## src/rtl/digit_bbox_detect.sv

```systemverilog
// Bounding-box detector for the digit recognition path: tracks the extent of
// qualifying white runs inside the ROI and publishes the box once per frame.
module digit_bbox_detect #(
  parameter logic [11:0] H_MIN     = 12'd0,
  parameter logic [11:0] H_MAX     = 12'd639,
  parameter logic [11:0] V_MIN     = 12'd0,
  parameter logic [11:0] V_MAX     = 12'd479,
  parameter logic [3:0]  MIN_RUN   = 4'd3,
  parameter logic [2:0]  FRAME_MAX = 3'd3
) (
  input  logic        pixel_clk,
  input  logic        reset_n,
  input  logic [23:0] din,
  input  logic        i_de,
  input  logic        i_vsync,
  input  logic [11:0] hcount,
  input  logic [11:0] vcount,
  output logic [11:0] hcount_l,
  output logic [11:0] hcount_r,
  output logic [11:0] vcount_l,
  output logic [11:0] vcount_r,
  output logic        bbox_valid,
  output logic [2:0]  frame_cnt
);

  logic        vsync_q;
  logic [3:0]  run_cnt_q, run_cnt_d;
  logic        found_q, found_d;
  logic [11:0] min_h_q, min_h_d, max_h_q, max_h_d;
  logic [11:0] min_v_q, min_v_d, max_v_q, max_v_d;
  logic [11:0] hcount_l_q, hcount_l_d, hcount_r_q, hcount_r_d;
  logic [11:0] vcount_l_q, vcount_l_d, vcount_r_q, vcount_r_d;
  logic        bbox_valid_q, bbox_valid_d;
  logic [2:0]  frame_cnt_q, frame_cnt_d;

  logic        vs_rise, in_roi, white, qual;
  logic [11:0] run_left;

  // Unsigned a >= b via borrow, so ROI bounds at 0 never form a constant compare.
  function automatic logic ge12(input logic [11:0] a, input logic [11:0] b);
    logic [12:0] diff;
    diff = {1'b0, a} - {1'b0, b};
    return ~diff[12];
  endfunction

  assign vs_rise  = i_vsync & ~vsync_q;
  assign in_roi   = i_de & ge12(hcount, H_MIN) & ge12(H_MAX, hcount)
                         & ge12(vcount, V_MIN) & ge12(V_MAX, vcount);
  assign white    = in_roi & (din == 24'hFFFFFF);
  assign qual     = white & (({1'b0, run_cnt_q} + 5'd1) >= {1'b0, MIN_RUN});
  // Left edge of the run whose MIN_RUN-th pixel is at hcount.
  assign run_left = hcount - {8'd0, MIN_RUN - 4'd1};

  always_comb begin
    run_cnt_d    = run_cnt_q;
    found_d      = found_q;
    min_h_d      = min_h_q;
    max_h_d      = max_h_q;
    min_v_d      = min_v_q;
    max_v_d      = max_v_q;
    hcount_l_d   = hcount_l_q;
    hcount_r_d   = hcount_r_q;
    vcount_l_d   = vcount_l_q;
    vcount_r_d   = vcount_r_q;
    bbox_valid_d = bbox_valid_q;
    frame_cnt_d  = frame_cnt_q;

    if (vs_rise) begin
      if (found_q) begin
        hcount_l_d   = min_h_q;
        hcount_r_d   = max_h_q;
        vcount_l_d   = min_v_q;
        vcount_r_d   = max_v_q;
        bbox_valid_d = 1'b1;
      end else begin
        bbox_valid_d = 1'b0;
      end
      run_cnt_d   = 4'd0;
      found_d     = 1'b0;
      min_h_d     = 12'hFFF;
      max_h_d     = 12'd0;
      min_v_d     = 12'hFFF;
      max_v_d     = 12'd0;
      frame_cnt_d = (frame_cnt_q == FRAME_MAX) ? 3'd0 : frame_cnt_q + 3'd1;
    end else begin
      if (white)
        run_cnt_d = (run_cnt_q >= MIN_RUN) ? MIN_RUN : run_cnt_q + 4'd1;
      else
        run_cnt_d = 4'd0;
      if (qual) begin
        if (run_left < min_h_q) min_h_d = run_left;
        if (hcount > max_h_q)   max_h_d = hcount;
        if (vcount < min_v_q)   min_v_d = vcount;
        if (vcount > max_v_q)   max_v_d = vcount;
        found_d = 1'b1;
      end
    end
  end

  always_ff @(posedge pixel_clk or negedge reset_n) begin
    if (!reset_n) begin
      vsync_q      <= 1'b1;
      run_cnt_q    <= 4'd0;
      found_q      <= 1'b0;
      min_h_q      <= 12'hFFF;
      max_h_q      <= 12'd0;
      min_v_q      <= 12'hFFF;
      max_v_q      <= 12'd0;
      hcount_l_q   <= 12'd0;
      hcount_r_q   <= 12'd0;
      vcount_l_q   <= 12'd0;
      vcount_r_q   <= 12'd0;
      bbox_valid_q <= 1'b0;
      frame_cnt_q  <= 3'd0;
    end else begin
      vsync_q      <= i_vsync;
      run_cnt_q    <= run_cnt_d;
      found_q      <= found_d;
      min_h_q      <= min_h_d;
      max_h_q      <= max_h_d;
      min_v_q      <= min_v_d;
      max_v_q      <= max_v_d;
      hcount_l_q   <= hcount_l_d;
      hcount_r_q   <= hcount_r_d;
      vcount_l_q   <= vcount_l_d;
      vcount_r_q   <= vcount_r_d;
      bbox_valid_q <= bbox_valid_d;
      frame_cnt_q  <= frame_cnt_d;
    end
  end

  assign hcount_l   = hcount_l_q;
  assign hcount_r   = hcount_r_q;
  assign vcount_l   = vcount_l_q;
  assign vcount_r   = vcount_r_q;
  assign bbox_valid = bbox_valid_q;
  assign frame_cnt  = frame_cnt_q;

endmodule

```

## config.mk

```make
export PLATFORM = sky130hd
export DESIGN_NAME = digit_bbox_detect
export DESIGN_NICKNAME = d
export VERILOG_FILES = /design/src/rtl/digit_bbox_detect.sv
export SDC_FILE = /design/constraint.sdc
export NUM_CORES = 1
export LEC_CHECK = 0
export ABC_AREA = 1
export ABC_CLOCK_PERIOD_IN_PS = 1900
export CAP_MARGIN = 20
export CORE_MARGIN = 2
export CORE_UTILIZATION = 63
export DETAILED_ROUTE_END_ITERATION = 6
export DONT_BUFFER_PORTS = 1
export GPL_TIMING_DRIVEN = 1
export PLACE_DENSITY = 0.8
export SLEW_MARGIN = 20
export SYNTH_ARGS = -nofsm -noshare
export SYNTH_HDL_FRONTEND = slang
export SYNTH_SLANG_ARGS = --single-unit
```

## constraint.sdc

```tcl
create_clock -name pixel_clk -period 1.9 [get_ports pixel_clk]
set_input_delay 0.285 -clock pixel_clk [delete_from_list [all_inputs] [get_ports pixel_clk]]
set_output_delay 0.285 -clock pixel_clk [all_outputs]
set_load 0.01 [all_outputs]
```

==> results of run 1 <==
==> cell usage after synthesis, types with 2 or more instances <==
library cell / number
a21o_1: 3
a21oi_1: 19
buf_1: 5
buf_4: 2
clkbuf_1: 14
dfrtp_1: 81
dfstp_2: 25
ha_1: 50
inv_1: 100
mux2_2: 4
nand2_1: 237
nand2_2: 5
nand2_4: 3
nand3_1: 74
nand3b_1: 2
nand4_1: 7
nor2_1: 50
nor2_2: 3
o21ai_0: 46
or2_2: 9
xor2_1: 5
==> per-layer routing <==
layer | track usage | vias up | part of all wire
met2 | 0.467 | 282 | 0.49
met5 | 0 | - | 0
met3 | 0.0583 | 50 | 0.087
met4 | 0.130 | 0 | 0.029
met1 | 0.389 | 2580 | 0.39
li1 | - | 2451 | -
==> cells in the final DEF (no fill, tap or decap), types with 5 or more instances in the layout <==
cell      count
nor2_4        5
ha_4         15
clkbuf_8     12
nor2_1       36
nand2_4       7
ha_1         34
dfrtp_1      81
buf_4        35
dfstp_2      25
a21oi_1      15
nand2_1     201
nor2_2       13
o21ai_0      46
or2_2         8
nand2_2      37
nand3_1      71
inv_2        19
inv_1        80
nand4_1       7
==> worst max-delay path, delay by kind of cell <==
kind,cells,cell delay [ps]
buffers and inverters,2,160
AND/OR/NAND/NOR,10,1030
XOR/XNOR,1,300
AO/OA/AOI/OAI,2,360
adder cells (fa/ha/maj),2,450
==> cells by family after synthesis <==
family	count (synthesis)
and+or+nand+nor	394
buffers and inverters	124
DFF	106
AOI/OAI and AO/OA	70
adders and majority gates	50
xor gates and xnor gates	6
muxes	4
other	1
==> power by group through the flow <==
stage                     clock, mW  sequential, mW  combinational, mW
final                          1.36            2.46              0.776
after global routing           1.46            2.47              0.863
after CTS                      1.38            2.45              0.614
after detailed placement          0            2.49              0.565
after global placement            0            2.49              0.525
after floorplan                   0            2.47              0.440
==> what timing repair did <==
item	CTS	global route
gates resized for setup	17	97
buffers inserted	5	8
gates cloned	2	1
hold endpoints to repair	107	106
pin swaps	9	34
setup endpoints to repair	71	83
==> stage by stage <==
step           utilization  power, mW  TNS (ps)
6_report             0.769       4.60     -4460
5_1_grt              0.769       4.79     -8040
4_1_cts              0.717       4.44     -36.0
3_5_place_dp         0.680       3.06    -15460
3_3_place_gp         0.680       3.01     -9680
2_1_floorplan            -       2.91     -3620
==> flip-flops by register name, summed over array words and instances, names as in the netlist <==
signal / flops
frame_cnt: 3
max_h_q: 12
vcount_l: 12
run_cnt_q: 4
hcount_r: 12
found_q: 1
vsync_q: 1
max_v_q: 12
min_h_q: 12
hcount_l: 12
vcount_r: 12
min_v_q: 12
bbox_valid: 1
==> path summary, 6_finish.rpt <==
path	from	end	slack, ps	cells after the start
min reg2reg	min_v_q[11]	min_v_q[11]	470	2
min	reset_n	vcount_r[10]	-410	0
max reg2reg	min_h_q[7]	min_h_q[6]	-140	11
min in group pixel_clk	hcount[3]	max_h_q[3]	40	2
max	hcount[1]	min_h_q[6]	-390	17
max in group asynchronous	reset_n	min_v_q[0]	2050	0
==> final cells by class <==
type	count	share of cell area
flip-flops and latches	106	0.379
inverters	101	0.0580
repair buffers	43	0.0534
multi-input cells	529	0.462
clock buffers	13	0.0239
well taps	111	0.0196
diodes	1	0.000354
clock inverters	3	0.00318
==> qor.csv, run 1 <==
stage,metric,value,unit
logic_synthesis,Post-Syn Instances,755,
placement,DP Worst Slack,-513,ps
sta,Final Hold Viols,106,
layout,Nets,892,
floorplan,area of the core,9200,um2
sta,Tmin final,2290,ps
power_and_ir_drop,Combinational Power Share,0.169,
sta,Layout Skew,10.5,ps
detailed_routing,post-DR vias/cell,5.91,
layout,Fillers,589,
logic_synthesis,Post-Synth XOR/XNOR Area,0.00886,
clock_network,cts hold-fix bufs,1,
logic_synthesis,Synth top area share,0.342,
logic_synthesis,top post-synthesis cells by area,"dfrtp_1, nand2_1, dfstp_2",
detailed_routing,Final ANT Viol Nets,0,
power_and_ir_drop,Psw,1.30,mW
setup_path,crit path DAT,2610,ps
floorplan,Die Ht,101,um
power_and_ir_drop,internal power,3.30,mW
global_routing,residual overflow from global routing,0,
layout,share of cells above drive strength 1,0.262,
clock_network,Inserted Clock Buffers,9,
sta,Max Slew Vio Count,0,
power_and_ir_drop,Clk pwr share,0.297,
logic_synthesis,#FFs+latches synth,106,
layout,footprint of the multi-input gates,3270,um2
floorplan,Die X-Extent,101,um
clock_network,CTS Root Cell,clkbuf_8,
global_routing,first-pass GRT wire length,23300,um
status,status,"complete, but fails checks",
clock_network,CTS tree,built,
detailed_routing,TritonRoute pass-1 iters,5,
setup_path,Critical Path RT,2210,ps
floorplan,row cnt,35,
global_routing,initial antenna violation count,1,
layout,final instance area,7070,um2
logic_synthesis,Post-Syn Area,5930,um2
power_and_ir_drop,maximum vdd drop,0.506,mV
detailed_routing,DRT Wirelength,16100,um
clock_network,Skew-Pair Late Insertion Delay,370,ps
status,failing checks,"hold timing, setup timing",
floorplan,die footprint,10200,um2
setup_path,most frequent CP cell,nand2_2,
placement,GP Congestion,0.937,
detailed_routing,Iter 0 DRT Violations,420,
logic_synthesis,ys async rst share,1.00,
placement,PortBufs,0,
global_routing,vias in the first global route,4963,
clock_network,clk slew on worst S/H paths,100,ps
layout,Layout Cells excl Fill,907,
logic_synthesis,Mean Syn Cell Area,7.86,um2
sta,max frequency,436,MHz
setup_path,crit path cell chain,clkinv_16 -> ha_4 -> nand3b_1 -> nor2_1 -> nand2_2 -> xor2_1 -> inv_1 -> ha_1 -> a21oi_1 -> nand2_1 -> nand2_2 -> nand2_2 -> a21oi_4 -> nand2_4 -> nand2_8 -> nand2_2 -> nand2_1,
power_and_ir_drop,switch share,0.283,
power_and_ir_drop,sequential power share,0.535,
floorplan,initial cell density of the core,0.645,
global_routing,GRT Total Usage,0.293,
layout,area grow syn2layout,19.2,%
setup_path,crit-path max FO,8,
logic_synthesis,Synth Area in Compound Gates,0.0611,
setup_path,Setup CP Type,in2reg,
logic_synthesis,"Seq/Total Area, Yosys",0.452,
logic_synthesis,post-synth top area cell,dfrtp_1,
sta,Final Cycle Share,1.21,
global_routing,largest net degree at the start of global routing,107,
setup_path,max incr delay on CP,330,ps
flow_run,max-cap violation count,0,
sta,worst rel slew slack,0.621,
sta,setup ws final,-394,ps
sta,Final Hold Slack,-411,ps
floorplan,# IOs,104,
hold_path,Hold Path Class,in2async,
power_and_ir_drop,Leak,3.61,nW
detailed_routing,via count,5363,
placement,dpl hpwl,10300,um
clock_network,CTS Sinks,106,
sta,final setup fails,15,
sta,worst slew pin tran,567,ps
detailed_routing,Avg WL per Cell,17.8,um
logic_synthesis,adder-cell area share of the yosys netlist,0.105,
logic_synthesis,mux cell area share after synthesis,0.00759,
detailed_routing,# DRC,0,
logic_synthesis,Main synth FF type,dfrtp_1,
placement,placed standard-cell area,6260,um2
logic_synthesis,number of synthesized flops with an enable pin,0,
logic_synthesis,Ys Warns,0,
logic_synthesis,largest family of logic cells by synthesized area,simple AND/OR/NAND/NOR gates,
clock_network,CTS Buffer Depth,2,
logic_synthesis,Simple-Gate Fraction of Synth Area,0.283,
setup_path,CP endpoint kind,flip-flop,
sta,RSZ-0062 raised after global routing,true,
clock_network,H-tree depth,3,
layout,Reg area,2680,um2
setup_path,"slowest stage cell, crit path",ha_1,
placement,placed cell count,873,
power_and_ir_drop,PwrDens,650,nW/um2
setup_path,CP Launch Type,input pin,
logic_synthesis,post-synth cell types,32,
Power figures use the tool's default switching activity.
==> inputs of run 2 (changes only) <==
- CORE_MARGIN: 2 -> 8
- REMOVE_ABC_BUFFERS: not set -> 1
==> qor.csv, run 2 (synthesis results as in run 1) <==
stage,metric,value,unit,change
setup_path,Critical Path RT,2210,ps,about the same
power_and_ir_drop,Design Power,4.70,mW,+2.2%
sta,RSZ-0062 raised after global routing,true,,
global_routing,residual overflow from global routing,0,,unchanged
layout,Layout Cells excl Fill,926,,+2.1%
clock_network,CTS Sinks,106,,unchanged
setup_path,max incr delay on CP,290,ps,-40 ps
placement,placed standard-cell area,6300,um2,+0.64%
flow_run,max-cap violation count,0,,unchanged
floorplan,area of the core,9200,um2,unchanged
layout,footprint of the multi-input gates,3380,um2,+3.3%
layout,Inserted Diodes,0,,-1
status,failing checks,"hold timing, setup timing",,
global_routing,GRT Total Usage,0.232,,-0.0606
clock_network,Inserted Clock Buffers,9,,unchanged
setup_path,CP endpoint kind,flip-flop,,
clock_network,CTS Buffer Depth,2,,unchanged
detailed_routing,Final ANT Viol Nets,0,,unchanged
setup_path,most frequent CP cell,nand2_1,,
floorplan,Die Ht,113,um,+12%
sta,final setup fails,25,,+10
setup_path,Setup CP Type,in2reg,,
sta,max frequency,498,MHz,+14%
global_routing,vias in the first global route,4989,,+0.52%
sta,setup ws final,-110,ps,+284 ps
setup_path,"setup slack, reg-to-reg",-70,ps,+70 ps
setup_path,worst r2r path cells,12,,+1
floorplan,initial cell density of the core,0.645,,unchanged
clock_network,CTS Root Cell,clkbuf_8,,
global_routing,largest net degree at the start of global routing,107,,unchanged
sta,Max Slew Vio Count,0,,unchanged
placement,GP Congestion,0.876,,-6.4%
hold_path,Hold Path Class,in2async,,
power_and_ir_drop,Leak,3.75,nW,+3.9%
layout,share of cells above drive strength 1,0.297,,+0.0353
layout,most frequent cells in the layout,"nand2_1, inv_1, dfrtp_1, nand3_1, buf_4",,
status,status,"complete, but fails checks",,
placement,dpl hpwl,10700,um,+3.5%
layout,"commonest non-fill, non-tap cell in the layout",nand2_1,,
setup_path,"slowest stage cell, crit path",ha_1,,
detailed_routing,# DRC,0,,unchanged
sta,Final Hold Slack,-403,ps,+7.56 ps
floorplan,# IOs,104,,unchanged
layout,Reg area,2680,um2,unchanged
floorplan,row cnt,35,,unchanged
sta,Tmin final,2010,ps,-284 ps
detailed_routing,post-DR vias/cell,5.69,,-3.8%
detailed_routing,Iter 0 DRT Violations,396,,-5.7%
clock_network,H-tree depth,3,,unchanged
layout,area grow syn2layout,24.5,%,
global_routing,initial antenna violation count,0,,-1
detailed_routing,Avg WL per Cell,17.4,um,-2.4%
setup_path,CP Launch Type,input pin,,
setup_path,CP startpoint,hcount[4],,
sta,Final Cycle Share,1.06,,-0.149
clock_network,cts hold-fix bufs,1,,unchanged
clock_network,Skew-Pair Late Insertion Delay,370,ps,about the same
setup_path,Bufs and invs on worst path,3,,+1
detailed_routing,TritonRoute pass-1 iters,5,,unchanged
layout,final instance area,7390,um2,+4.4%
clock_network,clk slew on worst S/H paths,110,ps,about the same
setup_path,RR Endpoint,min_v_q[0],,
floorplan,Die X-Extent,113,um,+12%
sta,Layout Skew,21.8,ps,+11.2 ps
setup_path,crit path DAT,2320,ps,-290 ps
detailed_routing,DRT Wirelength,16100,um,-0.34%
setup_path,crit path cell chain,nor2_2 -> nand3_2 -> nor2_4 -> nand3_1 -> xor2_1 -> inv_1 -> ha_1 -> nand2_2 -> inv_2 -> nand3_2 -> inv_1 -> nand2_1 -> nand2_1 -> a21oi_2 -> nand2_4 -> nand2_4 -> nand2_1 -> nand2_1,,
setup_path,worst r2r src,min_v_q[7],,
layout,Nets,912,,+2.2%
layout,Fillers,551,,-6.5%
sta,Final Hold Viols,106,,unchanged
placement,PortBufs,0,,unchanged
detailed_routing,via count,5269,,-1.8%
setup_path,worst setup path endpoint,min_h_q[9],,
placement,placed cell count,880,,+0.80%
power_and_ir_drop,maximum vdd drop,0.482,mV,-4.7%
global_routing,first-pass GRT wire length,24100,um,+3.3%
floorplan,die footprint,12800,um2,+25%
setup_path,Top delay family on crit path,simple AND/OR/NAND/NOR gates,,
setup_path,WP depth,18,,+1
clock_network,CTS tree,built,,
power_and_ir_drop,PwrDens,636,nW/um2,-2.1%
setup_path,crit-path max FO,8,,unchanged
run 2: changes by cell type in the layout (fill, tap and decap cells not counted), moves of 2 or more:
cell     previous run  this run
nand3_2             2        11
nor2_4              5         9
a21oi_1            15        13
buf_6               4         8
buf_4              35        48
nand3_1            71        63
nand2_1           201       198
a21oi_2             3         6
nand2_4             7        10
inv_6               2         0
nor2_2             13         9
run 2: power by group:
part,internal [mW],switching [mW],leakage [nW]
combinational,0.336,0.450,2.26
clock,0.684,0.771,0.103
sequential,2.39,0.0733,1.39
total,3.41,1.29,3.75
run 2: how the worst min path moves through the flow:
stage                     slack [ps]  cells past startpoint           end    start
after detailed placement          -7                      0   vcount_r[6]  reset_n
final                           -400                      0  hcount_l[11]  reset_n
after global routing            -430                      0   vcount_r[5]  reset_n
after floorplan                  -10                      0    bbox_valid  reset_n
after CTS                       -420                      0   hcount_l[2]  reset_n
after global placement            -7                      0   vcount_r[5]  reset_n
run 2: through the flow:
stage	util	TNS, ps	setup slack [ps]
after floorplan	-	-42890	-643
after CTS	0.732	-1280	-120
after detailed placement	0.685	-10220	-758
after global routing	0.803	-5620	-289
after global placement	0.685	-7210	-590
final	0.803	-1650	-110
run 2: per-layer routing:
| layer | GRT usage | vias up | routed length, um |
|---|---|---|---|
| met5 | 0 | - | 0 |
| met4 | 0.0844 | 0 | 436 |
| met3 | 0.0532 | 39 | 1280 |
| met2 | 0.381 | 200 | 7940 |
| met1 | 0.294 | 2537 | 6420 |
| li1 | - | 2493 | - |
run 2: cell type report:
class | instances | area share
sequential | 106 | 0.363
clock buffer | 12 | 0.0210
multi-input combinational | 530 | 0.457
inverter | 101 | 0.0566
clock inverter | 4 | 0.00694
tap | 111 | 0.0188
timing repair buffer | 62 | 0.0765
run 2: repair_timing:
action,in CTS,in global routing
endpoints found under the hold margin,107,106
resized for setup,32,118
gates cloned,2,4
setup endpoints to repair,36,48
pin swaps,18,62
buffers inserted,7,16
==> inputs of run 3 (changes only) <==
- CTS_BUF_LIST: not set -> sky130_fd_sc_hd__clkbuf_2
==> qor.csv, run 3 (synthesis results as in run 1) <==
stage,metric,value,unit,change
status,status,"complete, but fails checks",,
status,failing checks,"hold timing, setup timing",,
setup_path,Critical Path RT,2380,ps,+170 ps
sta,Final Hold Viols,106,,unchanged
setup_path,WP depth,19,,+1
sta,Final Hold Slack,-655,ps,-252 ps
clock_network,cts hold-fix bufs,22,,+21
floorplan,initial cell density of the core,0.645,,unchanged
power_and_ir_drop,PwrDens,586,nW/um2,-7.9%
clock_network,CTS Sinks,106,,unchanged
global_routing,M1 GR Usage,0.298,,+0.00448
global_routing,GR Util met3,0.0458,,-0.00745
setup_path,worst r2r path cells,13,,+1
layout,most frequent cells in the layout,"nand2_1, inv_1, dfrtp_1, nand3_1, buf_4",,
flow_run,max-cap violation count,0,,unchanged
sta,Layout Skew,57.7,ps,+35.9 ps
global_routing,initial antenna violation count,0,,unchanged
detailed_routing,post-DR vias/cell,5.74,,+0.96%
setup_path,CP startpoint,hcount[1],,
global_routing,vias in the first global route,5101,,+2.2%
layout,final instance area,7470,um2,+1.2%
sta,Final Cycle Share,1.05,,-0.00494
power_and_ir_drop,sequential power share,0.562,,+0.039
layout,area grow syn2layout,26.0,%,
floorplan,Die Ht,113,um,unchanged
sta,setup ws final,-100,ps,+9.39 ps
layout,share of cells above drive strength 1,0.284,,-0.0133
power_and_ir_drop,Clk pwr share,0.235,,-0.075
sta,final setup fails,10,,-60%
floorplan,area of the core,9200,um2,unchanged
detailed_routing,Iter 0 DRT Violations,374,,-5.6%
layout,fin util,0.813,,+0.00939
setup_path,Bufs and invs on worst path,1,,-2
clock_network,CTS Buffer Depth,2,,unchanged
layout,Nets,929,,+1.9%
setup_path,CP endpoint kind,flip-flop,,
setup_path,max incr delay on CP,260,ps,-30 ps
hold_path,Hold Path Class,in2async,,
detailed_routing,via count,5417,,+2.8%
setup_path,CP Launch Type,input pin,,
placement,GP Congestion,0.876,,unchanged
floorplan,die footprint,12800,um2,unchanged
clock_network,clk slew on worst S/H paths,310,ps,+200 ps
power_and_ir_drop,Combinational Power Share,0.203,,+0.036
placement,placed cell count,880,,unchanged
sta,RSZ-0062 raised after global routing,true,,
sta,Setup TNS,-550,ps,+1100 ps
placement,DP Worst Slack,-758,ps,unchanged
power_and_ir_drop,Psw,1.29,mW,about the same
detailed_routing,# DRC,0,,unchanged
global_routing,residual overflow from global routing,0,,unchanged
setup_path,"slowest stage cell, crit path",ha_4,,
floorplan,Die X-Extent,113,um,unchanged
floorplan,# IOs,104,,unchanged
layout,"commonest non-fill, non-tap cell in the layout",nand2_1,,
sta,max frequency,500,MHz,+0.47%
global_routing,GRT Total Usage,0.234,,+0.00151
setup_path,RR Endpoint,min_h_q[6],,
clock_network,CTS tree,built,,
setup_path,most frequent CP cell,nand2_2,,
detailed_routing,Final ANT Viol Nets,0,,unchanged
clock_network,CTS Root Cell,clkbuf_2,,
detailed_routing,Avg WL per Cell,17.7,um,+1.8%
setup_path,Top delay family on crit path,simple AND/OR/NAND/NOR gates,,
power_and_ir_drop,internal power,3.08,mW,-9.4%
setup_path,Setup CP Type,in2reg,,
sta,Max Slew Vio Count,0,,unchanged
placement,dpl hpwl,10700,um,unchanged
detailed_routing,TritonRoute pass-1 iters,5,,unchanged
global_routing,GR peak layer,met2,,
power_and_ir_drop,switch share,0.296,,+0.0203
global_routing,largest net degree at the start of global routing,107,,unchanged
floorplan,row cnt,35,,unchanged
setup_path,crit path cell chain,inv_2 -> ha_4 -> nand3b_1 -> nor2_2 -> nand2_2 -> nor2_4 -> nand2_2 -> nand2_2 -> nand2_2 -> ha_4 -> nand2_1 -> nand2_1 -> a21oi_2 -> nand2_2 -> a21oi_4 -> nand2_8 -> nand2_8 -> nand2_1 -> nand2_1,,
setup_path,crit-path max FO,7,,-1
global_routing,M2 GR Usage,0.380,,-0.000794
clock_network,Skew-Pair Late Insertion Delay,580,ps,+210 ps
power_and_ir_drop,Design Power,4.38,mW,-6.8%
placement,placed standard-cell area,6300,um2,unchanged
sta,Tmin final,2000,ps,-9.39 ps
layout,Layout Cells excl Fill,943,,+1.8%
clock_network,Inserted Clock Buffers,9,,unchanged
global_routing,first-pass GRT wire length,24300,um,+0.74%
setup_path,worst r2r src,min_h_q[10],,
clock_network,H-tree depth,3,,unchanged
detailed_routing,DRT Wirelength,16700,um,+3.7%
layout,Inserted Diodes,0,,unchanged
power_and_ir_drop,Leak,3.77,nW,+0.59%
setup_path,"setup slack, reg-to-reg",-70,ps,about the same
placement,PortBufs,0,,unchanged
power_and_ir_drop,maximum vdd drop,0.457,mV,-5.2%
setup_path,crit path DAT,2490,ps,+170 ps
==> run 3: power by group through the flow <==
stage          combinational (mW)  sequential (mW)  clock [mW]
3_3_place_gp                0.551             2.49           0
3_5_place_dp                0.590             2.49           0
5_1_grt                     0.981             2.47        1.11
6_report                    0.891             2.46        1.03
4_1_cts                     0.671             2.46        1.06
2_1_floorplan               0.424             2.47           0
==> run 3: how the worst max path moves through the flow <==
stage                  endpoint  slack, ps
global route         min_h_q[6]       -210
finish               min_h_q[6]       -100
detailed placement   min_h_q[0]       -760
CTS                  min_v_q[0]        0.4
global placement    min_h_q[10]       -590
floorplan           hcount_l[0]       -640
==> run 3: cell type report <==
cell class	instances	area, um2
Multi-Input combinational cell	530	3430
Sequential cell	106	2680
Fill cell	535	1720
Timing Repair Buffer	79	734
Inverter	101	379
Tap cell	111	139
Clock inverter	6	58.8
Clock buffer	10	50.0
==> run 3: per-layer routing <==
metal | wire length, um | part of all wire
met5 | 0 | 0
met4 | 548 | 0.033
met2 | 8090 | 0.49
met3 | 1540 | 0.092
met1 | 6500 | 0.39
==> run 3: repair_timing <==
action                     4_1_cts  5_1_grt
hold endpoints to repair       139      106
pin swaps                        5       65
setup endpoints to repair       38       48
buffers inserted                 6       13
gates resized for setup         13      125
gates cloned                     2        4
